**config.mk**
```make
export PLATFORM = sky130hd
export DESIGN_NAME = sub_serial
export DESIGN_NICKNAME = d
export VERILOG_FILES = /design/src/rtl/sub_pkg.sv /design/src/rtl/sub_slice.sv /design/src/rtl/sub_serial.sv
export SDC_FILE = /design/constraint.sdc
export NUM_CORES = 1
export LEC_CHECK = 0
export ABC_AREA = 1
export CELL_PAD_IN_SITES_DETAIL_PLACEMENT = 1
export CELL_PAD_IN_SITES_GLOBAL_PLACEMENT = 1
export CORE_MARGIN = 2
export CORE_UTILIZATION = 37
export CTS_BUF_LIST = sky130_fd_sc_hd__clkbuf_8
export CTS_CLUSTER_DIAMETER = 30
export DETAILED_ROUTE_END_ITERATION = 8
export PLACE_DENSITY = 0.88
export SLEW_MARGIN = 20
export SYNTH_ARGS = -nofsm -noshare
export SYNTH_HDL_FRONTEND = slang
export SYNTH_SLANG_ARGS = --single-unit
```
**constraint.sdc**
```tcl
create_clock -name clk -period 4.2 [get_ports clk]
set_input_delay 1.05 -clock clk [delete_from_list [all_inputs] [get_ports clk]]
set_output_delay 1.05 -clock clk [all_outputs]
set_load 0.02 [all_outputs]
```
**src/rtl/sub_pkg.sv**
```systemverilog
// Shared types and constants for the bit-serial subtractor.
package sub_pkg;

  // Operation phases: waiting for operands, rippling slices, holding result.
  typedef enum logic [1:0] {
    StIdle,
    StRun,
    StDone
  } state_e;

  localparam int unsigned DefWidth = 32;
  localparam int unsigned DefSlice = 4;

  // Counter width for n slices; never narrower than one bit.
  function automatic int unsigned cnt_width(input int unsigned n);
    return (n > 1) ? $clog2(n) : 1;
  endfunction

  localparam int unsigned CntWidth = cnt_width(DefWidth / DefSlice);

endpackage

```
**src/rtl/sub_slice.sv**
```systemverilog
// Combinational SLICE-bit ripple-borrow subtract cell.
module sub_slice #(
  parameter int unsigned SLICE = 4
) (
  input  logic [SLICE-1:0] a_i,
  input  logic [SLICE-1:0] b_i,
  input  logic             bin_i,
  output logic [SLICE-1:0] d_o,
  output logic             bout_o
);

  logic [SLICE:0] br;

  // Ripple the borrow from bit 0 upward through the slice.
  always_comb begin
    br     = '0;
    d_o    = '0;
    br[0]  = bin_i;
    for (int i = 0; i < int'(SLICE); i++) begin
      d_o[i]  = a_i[i] ^ b_i[i] ^ br[i];
      br[i+1] = (~a_i[i] & b_i[i]) | (~(a_i[i] ^ b_i[i]) & br[i]);
    end
    bout_o = br[SLICE];
  end

endmodule

```
**src/rtl/sub_serial.sv**
```systemverilog
// Bit-serial unsigned subtractor: computes a - b one SLICE per cycle with a
// valid/ready handshake on both operand and result sides.
// WIDTH must be an integer multiple of SLICE.
module sub_serial
  import sub_pkg::*;
#(
  parameter int unsigned WIDTH = DefWidth,
  parameter int unsigned SLICE = DefSlice
) (
  input  logic             clk,
  input  logic             rst_n,
  input  logic             in_valid,
  output logic             in_ready,
  input  logic [WIDTH-1:0] a,
  input  logic [WIDTH-1:0] b,
  output logic             out_valid,
  input  logic             out_ready,
  output logic [WIDTH-1:0] diff,
  output logic             borrow,
  output logic             overflow
);

  localparam int unsigned NumSlices = WIDTH / SLICE;
  localparam int unsigned CntW      = cnt_width(NumSlices);
  localparam logic [CntW-1:0] LastCnt = CntW'(NumSlices - 1);

  state_e           state_q, state_d;
  logic [WIDTH-1:0] a_q, a_d;
  logic [WIDTH-1:0] b_q, b_d;
  logic [WIDTH-1:0] diff_q, diff_d;
  logic [CntW-1:0]  cnt_q, cnt_d;
  logic             bin_q, bin_d;
  // Set once the last slice is written; the following edge enters StDone.
  logic             fin_q, fin_d;
  logic             borrow_q, borrow_d;
  logic             overflow_q, overflow_d;

  logic [31:0]      base;
  logic [SLICE-1:0] sl_a, sl_b, sl_d;
  logic             sl_bout;

  // Select the operand slice addressed by the counter.
  always_comb begin
    base = 32'(cnt_q) * SLICE;
    sl_a = a_q[base +: SLICE];
    sl_b = b_q[base +: SLICE];
  end

  sub_slice #(
    .SLICE (SLICE)
  ) u_slice (
    .a_i    (sl_a),
    .b_i    (sl_b),
    .bin_i  (bin_q),
    .d_o    (sl_d),
    .bout_o (sl_bout)
  );

  // Next-state and datapath updates for the IDLE/RUN/DONE sequence.
  always_comb begin
    state_d    = state_q;
    a_d        = a_q;
    b_d        = b_q;
    diff_d     = diff_q;
    cnt_d      = cnt_q;
    bin_d      = bin_q;
    fin_d      = fin_q;
    borrow_d   = borrow_q;
    overflow_d = overflow_q;
    unique case (state_q)
      StIdle: begin
        if (in_valid) begin
          a_d     = a;
          b_d     = b;
          cnt_d   = '0;
          bin_d   = 1'b0;
          fin_d   = 1'b0;
          state_d = StRun;
        end
      end
      StRun: begin
        if (fin_q) begin
          borrow_d   = bin_q;
          overflow_d = (a_q[WIDTH-1] != b_q[WIDTH-1]) & (diff_q[WIDTH-1] != a_q[WIDTH-1]);
          state_d    = StDone;
        end else begin
          diff_d[base +: SLICE] = sl_d;
          bin_d                 = sl_bout;
          if (cnt_q == LastCnt) begin
            fin_d = 1'b1;
          end else begin
            cnt_d = cnt_q + 1'b1;
          end
        end
      end
      StDone: begin
        if (out_ready) begin
          state_d = StIdle;
        end
      end
      default: state_d = StIdle;
    endcase
  end

  // State register with synchronous active-low reset.
  always_ff @(posedge clk) begin
    if (!rst_n) begin
      state_q    <= StIdle;
      a_q        <= '0;
      b_q        <= '0;
      diff_q     <= '0;
      cnt_q      <= '0;
      bin_q      <= 1'b0;
      fin_q      <= 1'b0;
      borrow_q   <= 1'b0;
      overflow_q <= 1'b0;
    end else begin
      state_q    <= state_d;
      a_q        <= a_d;
      b_q        <= b_d;
      diff_q     <= diff_d;
      cnt_q      <= cnt_d;
      bin_q      <= bin_d;
      fin_q      <= fin_d;
      borrow_q   <= borrow_d;
      overflow_q <= overflow_d;
    end
  end

  assign in_ready  = (state_q == StIdle);
  assign out_valid = (state_q == StDone);
  assign diff      = diff_q;
  assign borrow    = borrow_q;
  assign overflow  = overflow_q;

endmodule
```
Word level (Yosys, flattened, before mapping)

Index checks and enable logic that the tools add are counted.

Add/subtract/negate cells: 2
Equality and inequality tests: 10
Shifts and indexed selects: 4
Mux-type cells: 15
Bitwise logic cells: 30
Reductions and logical operators: 9

Operators with widths:

| cell                                                                     | count |
|---|---|
| 32-bit by 6-bit variable part select with 4-bit output                   | 2 |
| 5-bit negator with 34-bit output                                         | 1 |
| 4-bit by 34-bit variable shift with 32-bit output (first input constant) | 1 |
| 4-bit by 34-bit variable part select with 32-bit output                  | 1 |
| 32-bit bitwise mux                                                       | 1 |
| 1-bit AND                                                                | 9 |
| 3-bit 2-to-1 mux                                                         | 3 |
| 1-bit NOT                                                                | 9 |
| 2-bit != test (second input constant)                                    | 4 |
| 2-bit AND reduction                                                      | 4 |
| 1-bit bitwise XOR                                                        | 8 |
| 2-bit 2-to-1 mux                                                         | 3 |
| 2-bit one-hot mux with 3 select lines                                    | 1 |
| 3-bit one-hot mux with 2 select lines                                    | 1 |
| 3-bit AND reduction                                                      | 2 |
| 1-bit 2-to-1 mux                                                         | 4 |
| 1-bit OR                                                                 | 4 |
| 1-bit one-hot mux with 2 select lines                                    | 2 |
| 4-bit AND reduction                                                      | 1 |
| 3-bit by 1-bit adder with 3-bit output (second input constant)           | 1 |
| 3-bit equality test (second input constant)                              | 1 |
| 2-bit by 1-bit equality test with 1-bit output (second input constant)   | 1 |
| 2-bit equality test (second input constant)                              | 1 |
| 2-bit zero test                                                          | 1 |
| other kinds (3)                                                          | 4 |

Register bits: 105
Input bits: 68
Output and inout bits: 36
Word-level logic and storage cells: 79

Depth between registers and ports, before layout

Gate-level depths: netlist (run 1).

Depth after elaboration: 13
Gate-level depth with buffers: 17
Gate-level depth less buffers: 16

Cells and area by module

From an unflattened synthesis (run 1), not the netlist that was laid out.

Cells, all modules: 733
Area, all modules: 5068.6 um2

By module, submodules not included:

| module     | times used | cells an instance | area each (um2) | sequential area each (um2) |
|---|---|---|---|---|
| sub_serial | 1          | 719               | 4951.0          | 2102.0 |
| sub_slice  | 1          | 14                | 117.6           | 0.0 |

Worst setup path before layout (run 1)

OpenSTA, ideal clock, no wires.

Path kind: register to register
Start point: register cnt_q[0]
End point: register diff_q[27], in the netlist diff[27]
Library setup time: 64 ps
Data arrival time: 2986 ps
Data required time: 4136 ps
Slack: 1150 ps
Stages on the path, launching flop included: 16
Path buffers: 2
Period minus slack after synthesis: 3050 ps
Cells stage by stage: dfxtp_1 > buf_2 > buf_2 > nor2_1 > o21ai_0 > nor2_1 > nor2_1 > fa_1 > inv_1 > fa_1 > fa_1 > fa_1 > inv_1 > nor3_1 > nor2_1 > nor2_1

Cells in the longest elaborated chain, start to end: 12
Elaborated cells on any way between the ends: 29
Classes of those cells: add/sub (1); shift (4); mux (1); bitwise (23)

RTL lines:

| what                                                                      | RTL line                           | source |
|---|---|---|
| from (decl)                                                               | sub_serial.sv:31                   | `logic [CntW-1:0] cnt_q, cnt_d;` |
| from (signal assigned)                                                    | sub_serial.sv:122                  | `cnt_q <= cnt_d;` |
| 32-bit by 6-bit variable part select with 4-bit output (on tied branches) | sub_serial.sv:45, sub_serial.sv:46 |  |
| 1-bit bitwise XOR                                                         | sub_slice.sv:20, sub_slice.sv:21   |  |
| 1-bit NOT                                                                 | sub_slice.sv:21                    | `br[i+1] = (~a_i[i] & b_i[i]) \| (~(a_i[i] ^ b_i[i]) & br[i]);` |
| 1-bit AND                                                                 | sub_slice.sv:21                    |  |
| 1-bit OR                                                                  | sub_slice.sv:21                    |  |
| 1-bit AND                                                                 | sub_slice.sv:21                    |  |
| 1-bit OR                                                                  | sub_slice.sv:21                    |  |
| 1-bit AND                                                                 | sub_slice.sv:21                    |  |
| 1-bit OR                                                                  | sub_slice.sv:21                    |  |
| 1-bit bitwise XOR                                                         | sub_slice.sv:20                    | `d_o[i] = a_i[i] ^ b_i[i] ^ br[i];` |
| 4-bit by 34-bit variable part select with 32-bit output                   | sub_serial.sv:87                   | `diff_d[base +: SLICE] = sl_d;` |
| 32-bit bitwise mux *                                                      | sub_serial.sv:87                   |  |
| to (signal assigned)                                                      | sub_serial.sv:121                  | `diff_q <= diff_d;` |
| to (decl)                                                                 | sub_serial.sv:30                   | `logic [WIDTH-1:0] diff_q, diff_d;` |

Every way passes the cells marked *; elsewhere a longest branch is shown, timed or not.
A chain may end at the register's enable or synchronous reset.

Worst setup path in the final report (run 1)

Start point: register cnt_q[0]
End point: register diff_q[11], in the netlist diff[11]

The elaborated chain is that of the path after synthesis.

==> qor.csv, run 1 <==
metric;value;unit
outcome;finished clean;
dpl hpwl;10400;um
Pins Over Slew Limit;0;
via count;4766;
worst-path fanout max;35;
Mean Syn Cell Area;6.77;sq um
Post-synth EDFFs;0;
Placed Cells;951;
met1 wire length;5790;um
core area;0.0127;sq mm
final hold slack;0.478;ns
CTS root buf;clkbuf_8;
Top Family by Delay on Critical Path;adder cells;
Final Hold Viols;0;
commonest register cell after synthesis;dfxtp_1;
Buffers on Ports;103;
IO Pins;104;
WP buf/inv;3;
CP max-delay cell;dfxtp_1;
worst IR drop on VDD;0.000158;V
Initial Utilization;38.0;%
Final Non-Filler Cells;967;
Routed wire per std cell;14.3;um
TNS Setup;0;ns
Post-Syn Instances;711;
Post-layout nets;869;
total die area;0.0139;sq mm
Rows;41;
Mapped Area;0.00481;sq mm
total track usage;20.2;%
pin count of the biggest net entering global routing;83;
CTS tree;built;
PostCTS Resize Cnt;0;
CP Class;flop to flop;
first-pass GRT wire length;23300;um
TritonRoute pass-1 iters;5;
crit start category;flop;
initial drt markers;172;
FF/Latch Area;0.00210;sq mm
Pleak;0.00254;uW
gr ovfl total;0;
clk sinks;105;
most common cell after layout, fill and taps aside;nor2_1;
register area share after synthesis;43.7;%
share of cells above drive strength 1;3.65;%
Final Critical Period;3.66;ns
Final ANT Viol Nets;0;
critical path required time;4.51;ns
CTS buffer count;9;
fill count;1695;
Final Setup Violations;0;
clock latency on the worst-skew pair;0.38;ns
initial antenna violation count;0;
Via density;4.93;
Top Metal Used;met4;
Worst Tran Pin Value;0.892;ns
Setup Skew;0.0133;ns
total of max-cap violations;0;
highest clock rate;273;MHz
Post-CTS Setup Inserts;0;
Syn-to-layout area delta;26.9;%
worst path cell trace;inv_2 > nand2_1 > nand3_1 > o21ai_0 > nor2_1 > nor2_1 > fa_1 > inv_1 > fa_1 > fa_1 > fa_1 > inv_1 > nor3_1 > nor2_1 > nor2_1;
Die W;118;um
footprint of the multi-input gates;0.00233;sq mm
Synth cell types;23;
commonest cells after routing, fill and taps aside;nor2_1, dfxtp_1, clkdlybuf4s50_1, o21ai_0, nand2_1;
CP Capture Type;flop;
RD Place Congestion;0.861;
Post-CTS Hold Buffers;0;
delay of the slowest critical-path stage;0.62;ns
worst hold path class;flop to flop;
flops & latches, synth;105;
Clock transition at path regs;0.10;ns
DRC viols;0;
final WL;13800;um
Die Span Y;118;um
Synth async-reset ratio;0;%
Syn Nets;790;
Total Power;2160;uW
number of antenna repair diodes;0;
CTS max path bufs;2;
Synth Warn #;0;
RSZ-0062 raised after global routing;false;
Pwr per Cell Area;354;mW/mm^2
Worst EP arrival;3.97;ns
vias in the first global route;5042;
fin crit share;87.1;%
met2 WL post-DR;7440;um
met3 wire len;392;um
Max H-tree Level;3;
slew margin rel.;40.5;%
==> through the flow <==
stage                     cell area (sq um)  util (%)  worst slack, ns
after global placement                 5920      46.7            0.746
after detailed placement               5920      46.7            0.597
final                                  6110      48.2            0.543
after floorplan                        4810         -             1.15
after CTS                              6110      48.2            0.557
after global routing                   6110      48.2            0.239
==> metal layers <==
metal  GRT usage (%)  vias up
li1                -     2421
met1            22.5     2248
met2            39.6       80
met3            2.66       17
met4            5.50        0
met5               0        -
==> state kept, by name, indices dropped and copies added, names as in the netlist <==
signal    flops
a_q          32
b_q          32
bin_q         1
borrow        1
cnt_q         3
diff         32
fin_q         1
overflow      1
state_q       2
==> logic make-up (layout without fill, tap and decap cells) <==
| group | count (synthesis) | count (layout) | share of synthesized area, % |
|---|---|---|---|
| AO/OA/AOI/OAI | 135 | 135 | 14.4 |
| buffers and inverters | 95 | 179 | 8.00 |
| AND/OR/NAND/NOR | 365 | 365 | 30.4 |
| adder cells (fa/ha/maj) | 11 | 11 | 3.48 |
| flip-flops | 105 | 105 | 43.7 |
==> power by group <==
group | internal (uW) | total, uW | switching, uW | leakage [uW]
logic | 177 | 457 | 279 | 0.00158
registers | 1060 | 1100 | 39.4 | 0.000862
clock network | 229 | 607 | 379 | 0.0000940
==> cell usage after synthesis (4+ instances only) <==
cell type  count  share of area [%]
a21oi_1       27                2.8
buf_2         20                2.1
clkbuf_1      15                1.2
dfxtp_1      105                 44
fa_1           4                1.7
ha_1           7                1.8
inv_1         52                4.1
nand2_1       92                7.2
nand3_1       31                3.2
nand4_1       10                1.3
nor2_1       221                 17
o211ai_1       8                1.2
o21ai_0      100                 10
==> area by class of cell <==
cell class	count	area share, %
tap	172	3.52
clock buffer	9	2.03
multi-input combinational	511	38.1
sequential	105	34.4
inverter	56	3.44
clock inverter	7	1.00
timing repair buffer	107	17.5
==> worst paths after layout <==
path / slack (ns) / end / from / cells after the start
setup / recovery: 0.54 / diff[11] / cnt_q[0] / 15
hold / removal: 0.48 / b_q[12] / b_q[12] / 2
setup reg to reg: 0.54 / diff[11] / cnt_q[0] / 15
hold reg to reg: 0.48 / b_q[12] / b_q[12] / 2
==> tightest hold or removal path, stage by stage (launching register included) <==
cell and delay, ns:
dfxtp_1 0.31, inv_1 0.06, a21oi_1 0.06
Note: power is estimated with default switching activity, not from simulation.
==> run 2: changes to the inputs <==
CTS_CLUSTER_DIAMETER = default   (was 30)
clock period = 3.6 ns   (was 4.2 ns; I/O delays follow)
==> qor.csv, run 2 (synthesis results as in run 1) <==
metric;value;unit;change
outcome;finished clean;;
worst hold path class;flop to flop;;
RSZ-0062 raised after global routing;false;;
crit start category;flop;;
slew margin rel.;47.4;%;+6.9 points
total die area;0.0139;sq mm;unchanged
total of max-cap violations;0;;unchanged
fill count;1680;;-0.88%
CTS buffer count;9;;unchanged
WP buf/inv;3;;unchanged
Final Hold Viols;0;;unchanged
Setup Skew;0.0144;ns;+0.00108 ns
dpl hpwl;10900;um;+4.4%
CTS max path bufs;2;;unchanged
Final Non-Filler Cells;974;;+0.72%
Syn-to-layout area delta;27.6;%;
CTS tree;built;;
clock latency on the worst-skew pair;0.38;ns;about the same
Pins Over Slew Limit;0;;unchanged
share of cells above drive strength 1;4.36;%;+0.72 points
delay of the slowest critical-path stage;0.54;ns;-0.08 ns
clk sinks;105;;unchanged
TNS Setup;0;ns;unchanged
Final Critical Period;3.27;ns;-0.388 ns
commonest cells after routing, fill and taps aside;nor2_1, dfxtp_1, clkdlybuf4s50_1, o21ai_0, nand2_1;;
first-pass GRT wire length;23700;um;+1.7%
Buffers on Ports;103;;unchanged
final WL;14100;um;+1.8%
pin count of the biggest net entering global routing;79;;-4.8%
vias in the first global route;4986;;-1.1%
worst path cell trace;buf_6 > nor2_1 > nor2_1 > o21ai_0 > nand2_1 > nor2_1 > nor2_1 > fa_1 > inv_1 > fa_1 > fa_1 > fa_1 > inv_1 > nor3_1 > nor2_1 > nor2_1;;
Post-CTS Setup Inserts;0;;unchanged
Pleak;0.00257;uW;+1.0%
gr ovfl total;0;;unchanged
Via density;4.96;;+0.68%
initial antenna violation count;0;;unchanged
fin worst setup slack;0.331;ns;-0.212 ns
TritonRoute pass-1 iters;4;;-1
Pwr per Cell Area;407;mW/mm^2;+15%
Total Power;2500;uW;+16%
worst IR drop on VDD;0.000247;V;+57%
most common cell after layout, fill and taps aside;nor2_1;;
Worst Tran Pin Value;0.788;ns;-0.104 ns
Clock transition at path regs;0.10;ns;about the same
Util after Layout;48.5;%;+0.27 points
Die W;118;um;unchanged
highest clock rate;306;MHz;+12%
Rows;41;;unchanged
Final Setup Violations;0;;unchanged
number of antenna repair diodes;0;;unchanged
Die Span Y;118;um;unchanged
setup slack at placement;0.287;ns;-0.310 ns
DRC viols;0;;unchanged
Post-layout nets;876;;+0.81%
RD Place Congestion;0.875;;+1.6%
critical path required time;3.91;ns;-0.60 ns
Max H-tree Level;3;;unchanged
Initial Utilization;38.0;%;unchanged
fin crit share;90.8;%;+3.7 points
via count;4833;;+1.4%
Top Family by Delay on Critical Path;adder cells;;
IO Pins;104;;unchanged
CP max-delay cell;fa_1;;
total track usage;20.7;%;+0.52 points
worst-path fanout max;36;;+2.9%
CP Capture Type;flop;;
CTS root buf;clkbuf_8;;
Routed wire per std cell;14.4;um;+1.0%
core area;0.0127;sq mm;unchanged
Placed Cells;958;;+0.74%
Worst EP arrival;3.58;ns;-0.39 ns
CP Class;flop to flop;;
Final ANT Viol Nets;0;;unchanged
Most common cell on crit path;nor2_1;;
initial drt markers;210;;+22%
-- run 2: changes by cell type in the layout (fill, tap and decap cells not counted), sizes merged --
| cell | delta |
|---|---|
| clkinvlp | +1 |
| buf | +7 |
| clkinv | -1 |
-- run 2: timing repair --
item                                    CTS  global route
endpoints found under the setup margin    0             2
gates resized for setup                   0             1
hold buffers                              0             0
-- run 2: per-stage QoR --
stage	hold slack [ns]	area, sq um
floorplan	0.429	4810
global placement	0.445	5960
detailed placement	0.447	5960
CTS	0.462	6140
global route	0.492	6140
finish	0.461	6140
-- run 2: final cells by class --
| cell class | instances | area (sq um) | share of cell area [%] |
|---|---|---|---|
| clock inverters | 7 | 53.8 | 0.876 |
| well taps | 172 | 215 | 3.50 |
| repair buffers | 114 | 1110 | 18.1 |
| multi-input cells | 511 | 2330 | 37.9 |
| inverters | 56 | 210 | 3.42 |
| clock buffers | 9 | 124 | 2.02 |
| flip-flops and latches | 105 | 2100 | 34.2 |
-- run 2: routing by layer --
metal | routed length (um) | track usage [%]
met1 | 5950 | 22.8
met4 | 161 | 4.97
met3 | 428 | 3.68
met5 | 0 | 0
met2 | 7530 | 40.6
-- run 2: worst paths after layout --
check	startpoint	to	slack [ns]	cells past startpoint
worst max-delay path	cnt_q[0]	diff[27]	0.33	16
worst min-delay path	b_q[4]	b_q[4]	0.46	2
worst max register to register	cnt_q[0]	diff[27]	0.33	16
worst min register to register	b_q[4]	b_q[4]	0.46	2
-- run 2: power by group --
part	switching (uW)	total [uW]	leakage [uW]	internal (uW)
clock	427	685	0.0000880	258
sequential	41.5	1280	0.000862	1240
combinational	329	538	0.00162	209
-- run 2: tightest hold or removal path: stages (launching register included) --
cell and delay [ns]:
dfxtp_1 0.31, inv_1 0.06, a21oi_1 0.05
